`src/rtl/aes_host_pkg.sv`:
```
// Shared types for the AES block-stream host.
// Block width, block type and host FSM state encoding.
package aes_host_pkg;

  localparam int AES_BLOCK_W = 128;

  typedef logic [AES_BLOCK_W-1:0] aes_block_t;

  typedef enum logic [2:0] {
    IDLE    = 3'd0,
    LOADKEY = 3'd1,
    WAITKEY = 3'd2,
    FEED    = 3'd3,
    ISSUE   = 3'd4,
    WAITOUT = 3'd5,
    FINISH  = 3'd6
  } host_state_e;

endpackage

```
`src/rtl/aes_cbc_host_if.sv`:
```
// Bus bundle between the stream fabric, the AES core and aes_cbc_host.
// master = host side, slave = environment (fabric + core) side.
interface aes_cbc_host_if;
  import aes_host_pkg::*;

  logic       start_i;
  logic       decrypt_i;
  aes_block_t key_i;
  aes_block_t iv_i;

  logic       s_valid_i;
  logic       s_ready_o;
  aes_block_t s_data_i;
  logic       s_last_i;

  logic       m_valid_o;
  logic       m_ready_i;
  aes_block_t m_data_o;
  logic       m_last_o;

  logic       core_load_key_o;
  aes_block_t core_key_o;
  logic       core_decrypt_o;
  logic       core_valid_o;
  logic       core_ready_i;
  aes_block_t core_data_o;
  logic       core_valid_i;
  aes_block_t core_data_i;

  logic       busy_o;
  logic       done_o;

  modport master (
    input  start_i, decrypt_i, key_i, iv_i,
    input  s_valid_i, s_data_i, s_last_i,
    input  m_ready_i,
    input  core_ready_i, core_valid_i, core_data_i,
    output s_ready_o,
    output m_valid_o, m_data_o, m_last_o,
    output core_load_key_o, core_key_o,
    output core_decrypt_o, core_valid_o, core_data_o,
    output busy_o, done_o
  );

  modport slave (
    output start_i, decrypt_i, key_i, iv_i,
    output s_valid_i, s_data_i, s_last_i,
    output m_ready_i,
    output core_ready_i, core_valid_i, core_data_i,
    input  s_ready_o,
    input  m_valid_o, m_data_o, m_last_o,
    input  core_load_key_o, core_key_o,
    input  core_decrypt_o, core_valid_o, core_data_o,
    input  busy_o, done_o
  );

endinterface

```
`src/rtl/aes_cbc_host.sv`:
```
// Block-at-a-time AES core initiator with CBC chaining.
// Define AES_CBC_EN for CBC; undefined builds plain ECB.
module aes_cbc_host
  import aes_host_pkg::*;
(
  input logic            clk_i,
  input logic            rst_i,
  aes_cbc_host_if.master bus
);

  host_state_e state_q;
  aes_block_t  key_q;
  aes_block_t  core_q;
  aes_block_t  m_data_q;
  logic        dec_q;
  logic        last_q;
  logic        m_valid_q;
  logic        m_last_q;

`ifdef AES_CBC_EN
  aes_block_t  chain_q;
  aes_block_t  pend_q;
`else
  logic        unused_iv;
  assign unused_iv = ^bus.iv_i;
`endif

  logic s_ready;
  logic s_fire;
  logic m_fire;
  logic drained;

  assign s_ready = (state_q == FEED) & bus.core_ready_i
                 & ~m_valid_q;
  assign s_fire  = bus.s_valid_i & s_ready;
  assign m_fire  = m_valid_q & bus.m_ready_i;
  assign drained = ~m_valid_q | bus.m_ready_i;

  assign bus.s_ready_o       = s_ready;
  assign bus.m_valid_o       = m_valid_q;
  assign bus.m_data_o        = m_data_q;
  assign bus.m_last_o        = m_last_q;
  assign bus.core_load_key_o = (state_q == LOADKEY);
  assign bus.core_key_o      = key_q;
  assign bus.core_decrypt_o  = dec_q;
  assign bus.core_valid_o    = (state_q == ISSUE);
  assign bus.core_data_o     = core_q;
  assign bus.busy_o          = (state_q != IDLE);
  assign bus.done_o          = (state_q == FINISH) & drained;

  always_ff @(posedge clk_i or posedge rst_i) begin
    if (rst_i) begin
      state_q   <= IDLE;
      key_q     <= '0;
      core_q    <= '0;
      m_data_q  <= '0;
      dec_q     <= 1'b0;
      last_q    <= 1'b0;
      m_valid_q <= 1'b0;
      m_last_q  <= 1'b0;
`ifdef AES_CBC_EN
      chain_q   <= '0;
      pend_q    <= '0;
`endif
    end else begin
      if (m_fire) m_valid_q <= 1'b0;
      unique case (state_q)
        IDLE: begin
          if (bus.start_i) begin
            key_q   <= bus.key_i;
            dec_q   <= bus.decrypt_i;
`ifdef AES_CBC_EN
            chain_q <= bus.iv_i;
`endif
            state_q <= LOADKEY;
          end
        end
        LOADKEY: state_q <= WAITKEY;
        WAITKEY: begin
          if (bus.core_ready_i) state_q <= FEED;
        end
        FEED: begin
          if (s_fire) begin
`ifdef AES_CBC_EN
            // decrypt chains on the ciphertext, so keep it
            core_q <= dec_q ? bus.s_data_i
                            : bus.s_data_i ^ chain_q;
            pend_q <= bus.s_data_i;
`else
            core_q <= bus.s_data_i;
`endif
            last_q  <= bus.s_last_i;
            state_q <= ISSUE;
          end
        end
        ISSUE: state_q <= WAITOUT;
        WAITOUT: begin
          if (bus.core_valid_i) begin
            m_valid_q <= 1'b1;
            m_last_q  <= last_q;
`ifdef AES_CBC_EN
            m_data_q <= dec_q ? bus.core_data_i ^ chain_q
                              : bus.core_data_i;
            chain_q  <= dec_q ? pend_q : bus.core_data_i;
`else
            m_data_q <= bus.core_data_i;
`endif
            state_q <= last_q ? FINISH : FEED;
          end
        end
        FINISH: begin
          if (drained) state_q <= IDLE;
        end
        default: state_q <= IDLE;
      endcase
    end
  end

endmodule

```
`src/flat_wrapper.sv`:
```
// flat-port wrapper written by rule: the top's interface ports become plain ports
module aes_cbc_host_flat import aes_host_pkg::*;
  (clk_i, rst_i, bus_start_i, bus_decrypt_i, bus_key_i, bus_iv_i, bus_s_valid_i, bus_s_data_i, bus_s_last_i, bus_m_ready_i, bus_core_ready_i, bus_core_valid_i, bus_core_data_i, bus_s_ready_o, bus_m_valid_o, bus_m_data_o, bus_m_last_o, bus_core_load_key_o, bus_core_key_o, bus_core_decrypt_o, bus_core_valid_o, bus_core_data_o, bus_busy_o, bus_done_o);
  aes_cbc_host_if bus_i ();
  input logic clk_i;
  input logic rst_i;
  input wire logic [$bits(bus_i.start_i)-1:0] bus_start_i;
  input wire logic [$bits(bus_i.decrypt_i)-1:0] bus_decrypt_i;
  input wire logic [$bits(bus_i.key_i)-1:0] bus_key_i;
  input wire logic [$bits(bus_i.iv_i)-1:0] bus_iv_i;
  input wire logic [$bits(bus_i.s_valid_i)-1:0] bus_s_valid_i;
  input wire logic [$bits(bus_i.s_data_i)-1:0] bus_s_data_i;
  input wire logic [$bits(bus_i.s_last_i)-1:0] bus_s_last_i;
  input wire logic [$bits(bus_i.m_ready_i)-1:0] bus_m_ready_i;
  input wire logic [$bits(bus_i.core_ready_i)-1:0] bus_core_ready_i;
  input wire logic [$bits(bus_i.core_valid_i)-1:0] bus_core_valid_i;
  input wire logic [$bits(bus_i.core_data_i)-1:0] bus_core_data_i;
  output wire logic [$bits(bus_i.s_ready_o)-1:0] bus_s_ready_o;
  output wire logic [$bits(bus_i.m_valid_o)-1:0] bus_m_valid_o;
  output wire logic [$bits(bus_i.m_data_o)-1:0] bus_m_data_o;
  output wire logic [$bits(bus_i.m_last_o)-1:0] bus_m_last_o;
  output wire logic [$bits(bus_i.core_load_key_o)-1:0] bus_core_load_key_o;
  output wire logic [$bits(bus_i.core_key_o)-1:0] bus_core_key_o;
  output wire logic [$bits(bus_i.core_decrypt_o)-1:0] bus_core_decrypt_o;
  output wire logic [$bits(bus_i.core_valid_o)-1:0] bus_core_valid_o;
  output wire logic [$bits(bus_i.core_data_o)-1:0] bus_core_data_o;
  output wire logic [$bits(bus_i.busy_o)-1:0] bus_busy_o;
  output wire logic [$bits(bus_i.done_o)-1:0] bus_done_o;
  assign bus_i.start_i = bus_start_i;
  assign bus_i.decrypt_i = bus_decrypt_i;
  assign bus_i.key_i = bus_key_i;
  assign bus_i.iv_i = bus_iv_i;
  assign bus_i.s_valid_i = bus_s_valid_i;
  assign bus_i.s_data_i = bus_s_data_i;
  assign bus_i.s_last_i = bus_s_last_i;
  assign bus_i.m_ready_i = bus_m_ready_i;
  assign bus_i.core_ready_i = bus_core_ready_i;
  assign bus_i.core_valid_i = bus_core_valid_i;
  assign bus_i.core_data_i = bus_core_data_i;
  assign bus_s_ready_o = bus_i.s_ready_o;
  assign bus_m_valid_o = bus_i.m_valid_o;
  assign bus_m_data_o = bus_i.m_data_o;
  assign bus_m_last_o = bus_i.m_last_o;
  assign bus_core_load_key_o = bus_i.core_load_key_o;
  assign bus_core_key_o = bus_i.core_key_o;
  assign bus_core_decrypt_o = bus_i.core_decrypt_o;
  assign bus_core_valid_o = bus_i.core_valid_o;
  assign bus_core_data_o = bus_i.core_data_o;
  assign bus_busy_o = bus_i.busy_o;
  assign bus_done_o = bus_i.done_o;
  aes_cbc_host u_core (.clk_i(clk_i), .rst_i(rst_i), .bus(bus_i));
endmodule
```
`config.mk`:
```
export PLATFORM = sky130hd
export DESIGN_NAME = aes_cbc_host_flat
export DESIGN_NICKNAME = d
export VERILOG_FILES = /design/src/rtl/aes_host_pkg.sv /design/src/rtl/aes_cbc_host_if.sv /design/src/rtl/aes_cbc_host.sv /design/src/flat_wrapper.sv
export SDC_FILE = /design/constraint.sdc
export NUM_CORES = 1
export LEC_CHECK = 0
export BUFFER_PORTS_ARGS = -buffer_cell sky130_fd_sc_hd__buf_2
export CAP_MARGIN = 20
export CELL_PAD_IN_SITES_DETAIL_PLACEMENT = 0
export CELL_PAD_IN_SITES_GLOBAL_PLACEMENT = 2
export CORE_AREA = 2 2 357 359
export DETAILED_ROUTE_END_ITERATION = 10
export DIE_AREA = 0 0 359 361
export PLACE_DENSITY_LB_ADDON = 0.1
export SLEW_MARGIN = 20
export SYNTH_ARGS = -nofsm -noshare
export SYNTH_HDL_FRONTEND = slang
export SYNTH_SLANG_ARGS = --single-unit
```
`constraint.sdc`:
```
create_clock -name clk_i -period 13.6 [get_ports clk_i]
set_input_delay 3.4 -clock clk_i [delete_from_list [all_inputs] [get_ports clk_i]]
set_output_delay 3.4 -clock clk_i [all_outputs]
set_load 0.005 [all_outputs]
```
==> impl_metrics.toml, run 1 <==
[run_status]
status = "completed"

[clock_tree]
post-cts-setup-buffer-count = 0
clock_sinks = 391
htreeDepth = 2
clk_pin_slew_ns = 0.05
cts_tree = "done"
cts_resized = 0
postCtsHoldBufs = 0
cts-root-buf = "clkbuf_16"
cts_made_buffers = 54
cts_buffer_depth = 3
clock_latency_ns = 0.62

[synthesis]
synth.ff_latch_count = 391
synth_fp_nets = 1375
ys_async_sr_fraction = 1.00
netlist_area_um2 = 14800
avgSynthCellArea_um2 = 17.3
ys_types = 27
synth_edf_count = 0
ys_warn_count = 0
synth_flop_cell = "dfrtp_1"
syn_inst = 854
yosysSeqAreaShare = 0.662

[sta]
timing.hold.ws_ns = 0.476
relSlewSlack = 0.336
slew_viol_final = 0
skew_ns = 0.0152
rsz0062_at_grt = "false"
finalCriticalPeriod_ns = 7.46
fin_ws_ns = 6.14
period_share = 0.548
fin_setup_tns_ns = 0
setup_violations = 0
hold_viol_final = 0
tightest_slew_ns = 0.995
fmax_ghz = 0.134

[route]
wl_um = 63900
drtAntennaViolNets = 0
vias = 10600
wl_per_cell_um = 18.9
viasPerCell = 3.14
drt_iter0_drc = 211
drc = 0
first_pass_iters = 6

[floorplanning]
initial_core_util = 0.118
die_area_um2 = 130000
die_x_um = 359
ios = 913
row_count = 130
coreArea_um2 = 125000
die_h_um = 361

[layout]
fin_area_um2 = 22300
synthToLayoutAreaGrowth_pct = 50.8
layoutNonFillerInstCount = 3377
finish.utilization = 0.178
nets = 2181
drive_gt1_frac = 0.738

[pwr]
power.leakage_nw = 10.8
p_total_mw = 5.07
vdd_drop_max_mv = 0.0810
power_density_nw_per_um2 = 228

[critical_path]
endpoint_kind = "output pin"
crit_path_top_delay_cell = "and4b_1"
worstPathArrival_ns = 4.06
cp_common_cell = "buf_2"
path_buf_inv = 2
worst-setup-path-type = "input pin to output pin"
start_kind = "input pin"
worst_ep_required_time_ns = 10.20
crit_fanout = 4
crit_family = "simple AND/OR/NAND/NOR gates"
max_stage_delay_ns = 0.22
crit_chain = "buf_2 -> nand2b_1 -> and4b_1 -> buf_2"

[global_routing]
grt_use_total = 0.0964
grt_max_degree = 153
antenna_found_initial = 63
grt_overflow = 0
grt_pass1_wl_um = 90100
grt_pass1_vias = 11500

[placed_design]
placed_cell_area_um2 = 20500
finalWeightedCongestion = 0.689
pre_cts_slack_ns = 6.13
dp.cells = 3253
dpl.hpwl_um = 49000
place.port_buffers = 784

[flow_run]
max_cap_viol_count = 0

[worst_hold_path]
hold_path_class = "flop to flop"
layout make-up:
| cell class | instances | area (µm²) |
|---|---|---|
| Antenna cell | 26 | 65.1 |
| Tap cell | 1650 | 2060 |
| Timing Repair Buffer | 795 | 4070 |
| Sequential cell | 391 | 9780 |
| Clock buffer | 86 | 1610 |
| Inverter | 3 | 15.0 |
| Fill cell | 13900 | 103000 |
| Multi-Input combinational cell | 415 | 4560 |
| Clock inverter | 11 | 109 |
final timing paths:
check / startpoint / endpoint / slack [ns] / cells after the start
max: bus_m_ready_i / bus_done_o / 6.14 / 4
min: u_core.bus.core_key_o[105]$_DFFE_PP0P_ / u_core.bus.core_key_o[105]$_DFFE_PP0P_ / 0.48 / 1
max reg2reg: u_core.state_q[1]$_DFFE_PP0P_ / u_core.bus.core_key_o[59]$_DFFE_PP0P_ / 9.85 / 5
min reg2reg: u_core.bus.core_key_o[105]$_DFFE_PP0P_ / u_core.bus.core_key_o[105]$_DFFE_PP0P_ / 0.48 / 1
max in group asynchronous: rst_i / u_core.bus.core_data_o[88]$_DFFE_PP0P_ / 9.06 / 4
min in group asynchronous: rst_i / u_core.bus.core_key_o[59]$_DFFE_PP0P_ / 2.98 / 3
cells by family (layout without fill, tap and decap cells):
group	count (synthesis)	after routing	synth area share
buf+inv	48	895	0.0294
simple gates	18	18	0.00830
mux	388	388	0.296
compound gates	9	9	0.00415
other cells	0	26	0
flops	391	391	0.662
layout by cell type, fill, tap and decap left out, drive strengths merged:
cell type  instances
buf              795
nor3               1
clkinv             8
clkbuf            86
a41oi              1
a21o               1
o32ai              1
diode             26
nor3b              3
nor2               4
clkinvlp           1
or3                1
o211ai             1
inv                3
nand3b             3
nand4b             1
bufinv             2
a22oi              1
mux2             388
nand2              2
nand2b             2
dfrtp            391
o21ai              3
o22ai              1
and4b              1
state kept, by name, indices dropped and copies added, names as in the netlist:
register	flops
u_core.state_q	3
u_core.bus.m_data_o	128
u_core.bus.m_last_o	1
u_core.bus.core_data_o	128
u_core.bus.core_decrypt_o	1
u_core.last_q	1
u_core.bus.m_valid_o	1
u_core.bus.core_key_o	128
routing by layer:
metal / share of wire / wire length (µm) / track usage / vias up
li1: - / - / - / 4677
met3: 0.13 / 8200 / 0.0598 / 141
met4: 0.031 / 1960 / 0.0346 / 50
met5: 0.0052 / 333 / 0 / -
met2: 0.48 / 30700 / 0.161 / 506
met1: 0.36 / 22700 / 0.0977 / 5224
cells in the mapped netlist (2+ instances only):
| master | count | area share |
|---|---|---|
| o21ai_0 | 3 | 0.0010 |
| nand2_1 | 2 | 0.00051 |
| nor2_1 | 3 | 0.00076 |
| buf_4 | 11 | 0.0056 |
| dfrtp_1 | 391 | 0.66 |
| nor3b_1 | 3 | 0.0015 |
| buf_2 | 19 | 0.0064 |
| mux2_1 | 10 | 0.0076 |
| nand2b_1 | 2 | 0.00085 |
| clkbuf_1 | 2 | 0.00051 |
| inv_1 | 3 | 0.00076 |
| nand3b_1 | 3 | 0.0015 |
| buf_6 | 2 | 0.0015 |
| mux2_2 | 378 | 0.29 |
| buf_12 | 10 | 0.014 |
report_power, final:
part           switching [mW]  internal, mW  total [mW]  leakage (nW)
clock network           0.564         0.841        1.40         0.851
logic                   0.740         0.914        1.65          5.09
registers               0.276          1.74        2.01          4.82
total                    1.58          3.49        5.07          10.8
Note: power is estimated with default switching activity, not from simulation.
==> run 2: changes to the inputs <==
ABC_AREA = 1   (was unset)
CORE_AREA = 2 2 352 354   (was 2 2 357 359)
DIE_AREA = 0 0 354 356   (was 0 0 359 361)
clock period = 6.1 ns   (was 13.6 ns; I/O delays follow)
==> impl_metrics.toml, run 2 <==
[floorplanning]
ios = 913
die_h_um = 356
row_count = 129
die_x_um = 354
initial_core_util = 0.128
coreArea_um2 = 123000
die_area_um2 = 126000

[synthesis]
synth.ff_latch_count = 391
yosys.area.top_type = "dfrtp_1"
synth_flop_cell = "dfrtp_1"
synth_area_leaders = "dfrtp_1, nand2_1, mux2_4"
netlist_area_um2 = 15700
synth_edf_count = 0
ys_warn_count = 0
yosysSeqAreaShare = 0.625
ys_async_sr_fraction = 1.00
synth_fp_nets = 1961
syn_inst = 1440
ys_types = 24
synth.top_cell.area_share = 0.625
avgSynthCellArea_um2 = 10.9
synth.most_common_cell = "nand2_1"
ys_top_cells_by_count = "nand2_1, dfrtp_1, nand3_1"

[sta]
tightest_slew_ns = 1.05
rsz0062_at_grt = "false"
slew_viol_final = 0
fin_setup_tns_ns = 0
relSlewSlack = 0.303
setup_violations = 0
period_share = 0.602
fmax_ghz = 0.272
finalCriticalPeriod_ns = 3.67
hold_viol_final = 0
skew_ns = 0.0136

[clock_tree]
cts-root-buf = "clkbuf_16"
htreeDepth = 2
post-cts-setup-buffer-count = 0
postCtsHoldBufs = 0
cts_made_buffers = 56
cts_resized = 0
clock_sinks = 391
clk_pin_slew_ns = 0.05
cts_tree = "done"
clock_latency_ns = 0.64
cts_buffer_depth = 3

[pwr]
combPwrFrac = 0.343
p_seq_frac = 0.375
power.leakage_nw = 12.6
vdd_drop_max_mv = 0.188
switching_share = 0.346
power_density_nw_per_um2 = 533
p_int_mw = 8.07
clkPwrFrac = 0.281
power_switching_mw = 4.28

[worst_hold_path]
hold_path_class = "flop to flop"

[critical_path]
crit_chain = "buf_2 -> nand2_1 -> nor2_4 -> buf_2"
worst_ep_required_time_ns = 4.58
worstPathArrival_ns = 2.15
crit_family = "simple AND/OR/NAND/NOR gates"
worst-setup-path-type = "input pin to output pin"
cp_common_cell = "buf_2"
max_stage_delay_ns = 0.20
start_kind = "input pin"
crit_path_top_delay_cell = "buf_2"
path_buf_inv = 2
crit_fanout = 3
endpoint_kind = "output pin"

[placed_design]
dpl.hpwl_um = 54400
finalWeightedCongestion = 0.761
place.port_buffers = 784

[route]
wl_per_cell_um = 19.1
drt_iter0_drc = 470
drtAntennaViolNets = 0
drc = 0
vias = 13100
first_pass_iters = 5
viasPerCell = 3.36
wl_um = 74700

[layout]
layout.cells.most_common = "buf_2"
layout_common_cells = "buf_2, nand2_1, dfrtp_1"
drive_gt1_frac = 0.459
finish.utilization = 0.189
nets = 2732
synthToLayoutAreaGrowth_pct = 47.9

[global_routing]
grt_max_degree = 137
grt_pass1_wl_um = 106000
grt_overflow = 0
grt_use_total = 0.115
antenna_found_initial = 39
grt_pass1_vias = 13700

[flow_run]
max_cap_viol_count = 0

[run_status]
status = "completed"
-- run 2: cell types whose count changed in the layout (fill, tap and decap cells not counted), sizes merged, moves of 12 or more --
cell,previous run,this run
diode,26,5
inv,3,15
mux2,388,129
nand3,0,137
nor2,4,16
nand2,2,657
-- run 2: worst min-delay path: cells and delay by family (launching register included) --
| kind | cells | cell delay [ns] |
|---|---|---|
| flops | 1 | 0.33 |
| simple gates | 2 | 0.10 |
-- run 2: through the flow --
stage	setup slack, ns	total power [mW]	area (µm²)	cells	hold WS (ns)
final	2.43	12.3	23100	3900	0.462
after global routing	2.39	13.3	23100	3897	0.483
after CTS	2.41	12.7	23100	3895	0.468
after detailed placement	2.12	9.10	21200	3790	0.453
after global placement	2.15	9.11	21200	3790	0.451
after floorplan	-0.685	6.66	15700	1440	0.465
-- run 2: path summary, 6_finish.rpt --
kind	start	endpoint	slack, ns	cells past startpoint
min	u_core.bus.m_data_o[28]$_DFFE_PP0P_	u_core.bus.m_data_o[28]$_DFFE_PP0P_	0.46	2
min reg2reg	u_core.bus.m_data_o[28]$_DFFE_PP0P_	u_core.bus.m_data_o[28]$_DFFE_PP0P_	0.46	2
max reg2reg	u_core.state_q[2]$_DFFE_PP0P_	u_core.bus.core_data_o[93]$_DFFE_PP0P_	3.17	8
min in group asynchronous	rst_i	u_core.bus.core_key_o[56]$_DFFE_PP0P_	0.95	2
max in group asynchronous	rst_i	u_core.bus.core_data_o[11]$_DFFE_PP0P_	3.78	3
max	bus_core_ready_i	bus_s_ready_o	2.43	4
-- run 2: layout make-up --
type / instances / area [µm²]
fillers: 13800 / 99500
flip-flops and latches: 391 / 9780
multi-input cells: 948 / 5190
repair buffers: 800 / 4100
well taps: 1637 / 2050
clock buffers: 86 / 1720
clock inverters: 19 / 230
inverters: 14 / 61.3
diodes: 5 / 12.5
-- run 2: cell families after synthesis --
| group | Yosys count | synth area share |
|---|---|---|
| compound gates | 5 | 0.00168 |
| buf+inv | 101 | 0.0446 |
| flops | 391 | 0.625 |
| mux | 129 | 0.119 |
| simple gates | 814 | 0.210 |
-- run 2: power groups by stage --
stage	combinational, mW	clock [mW]	sequential [mW]
finish	4.24	3.47	4.64
CTS	4.44	3.66	4.65
global route	4.74	3.75	4.83
floorplan	1.94	0	4.72
global placement	4.45	0	4.66
detailed placement	4.43	0	4.67
-- run 2: metal layers --
layer,global-route usage,routed length [µm],vias to the layer above
met4,0.0341,2070,28
met2,0.195,36400,510
met5,0,160,-
met1,0.130,28600,6276
li1,-,-,6156
met3,0.0497,7470,147
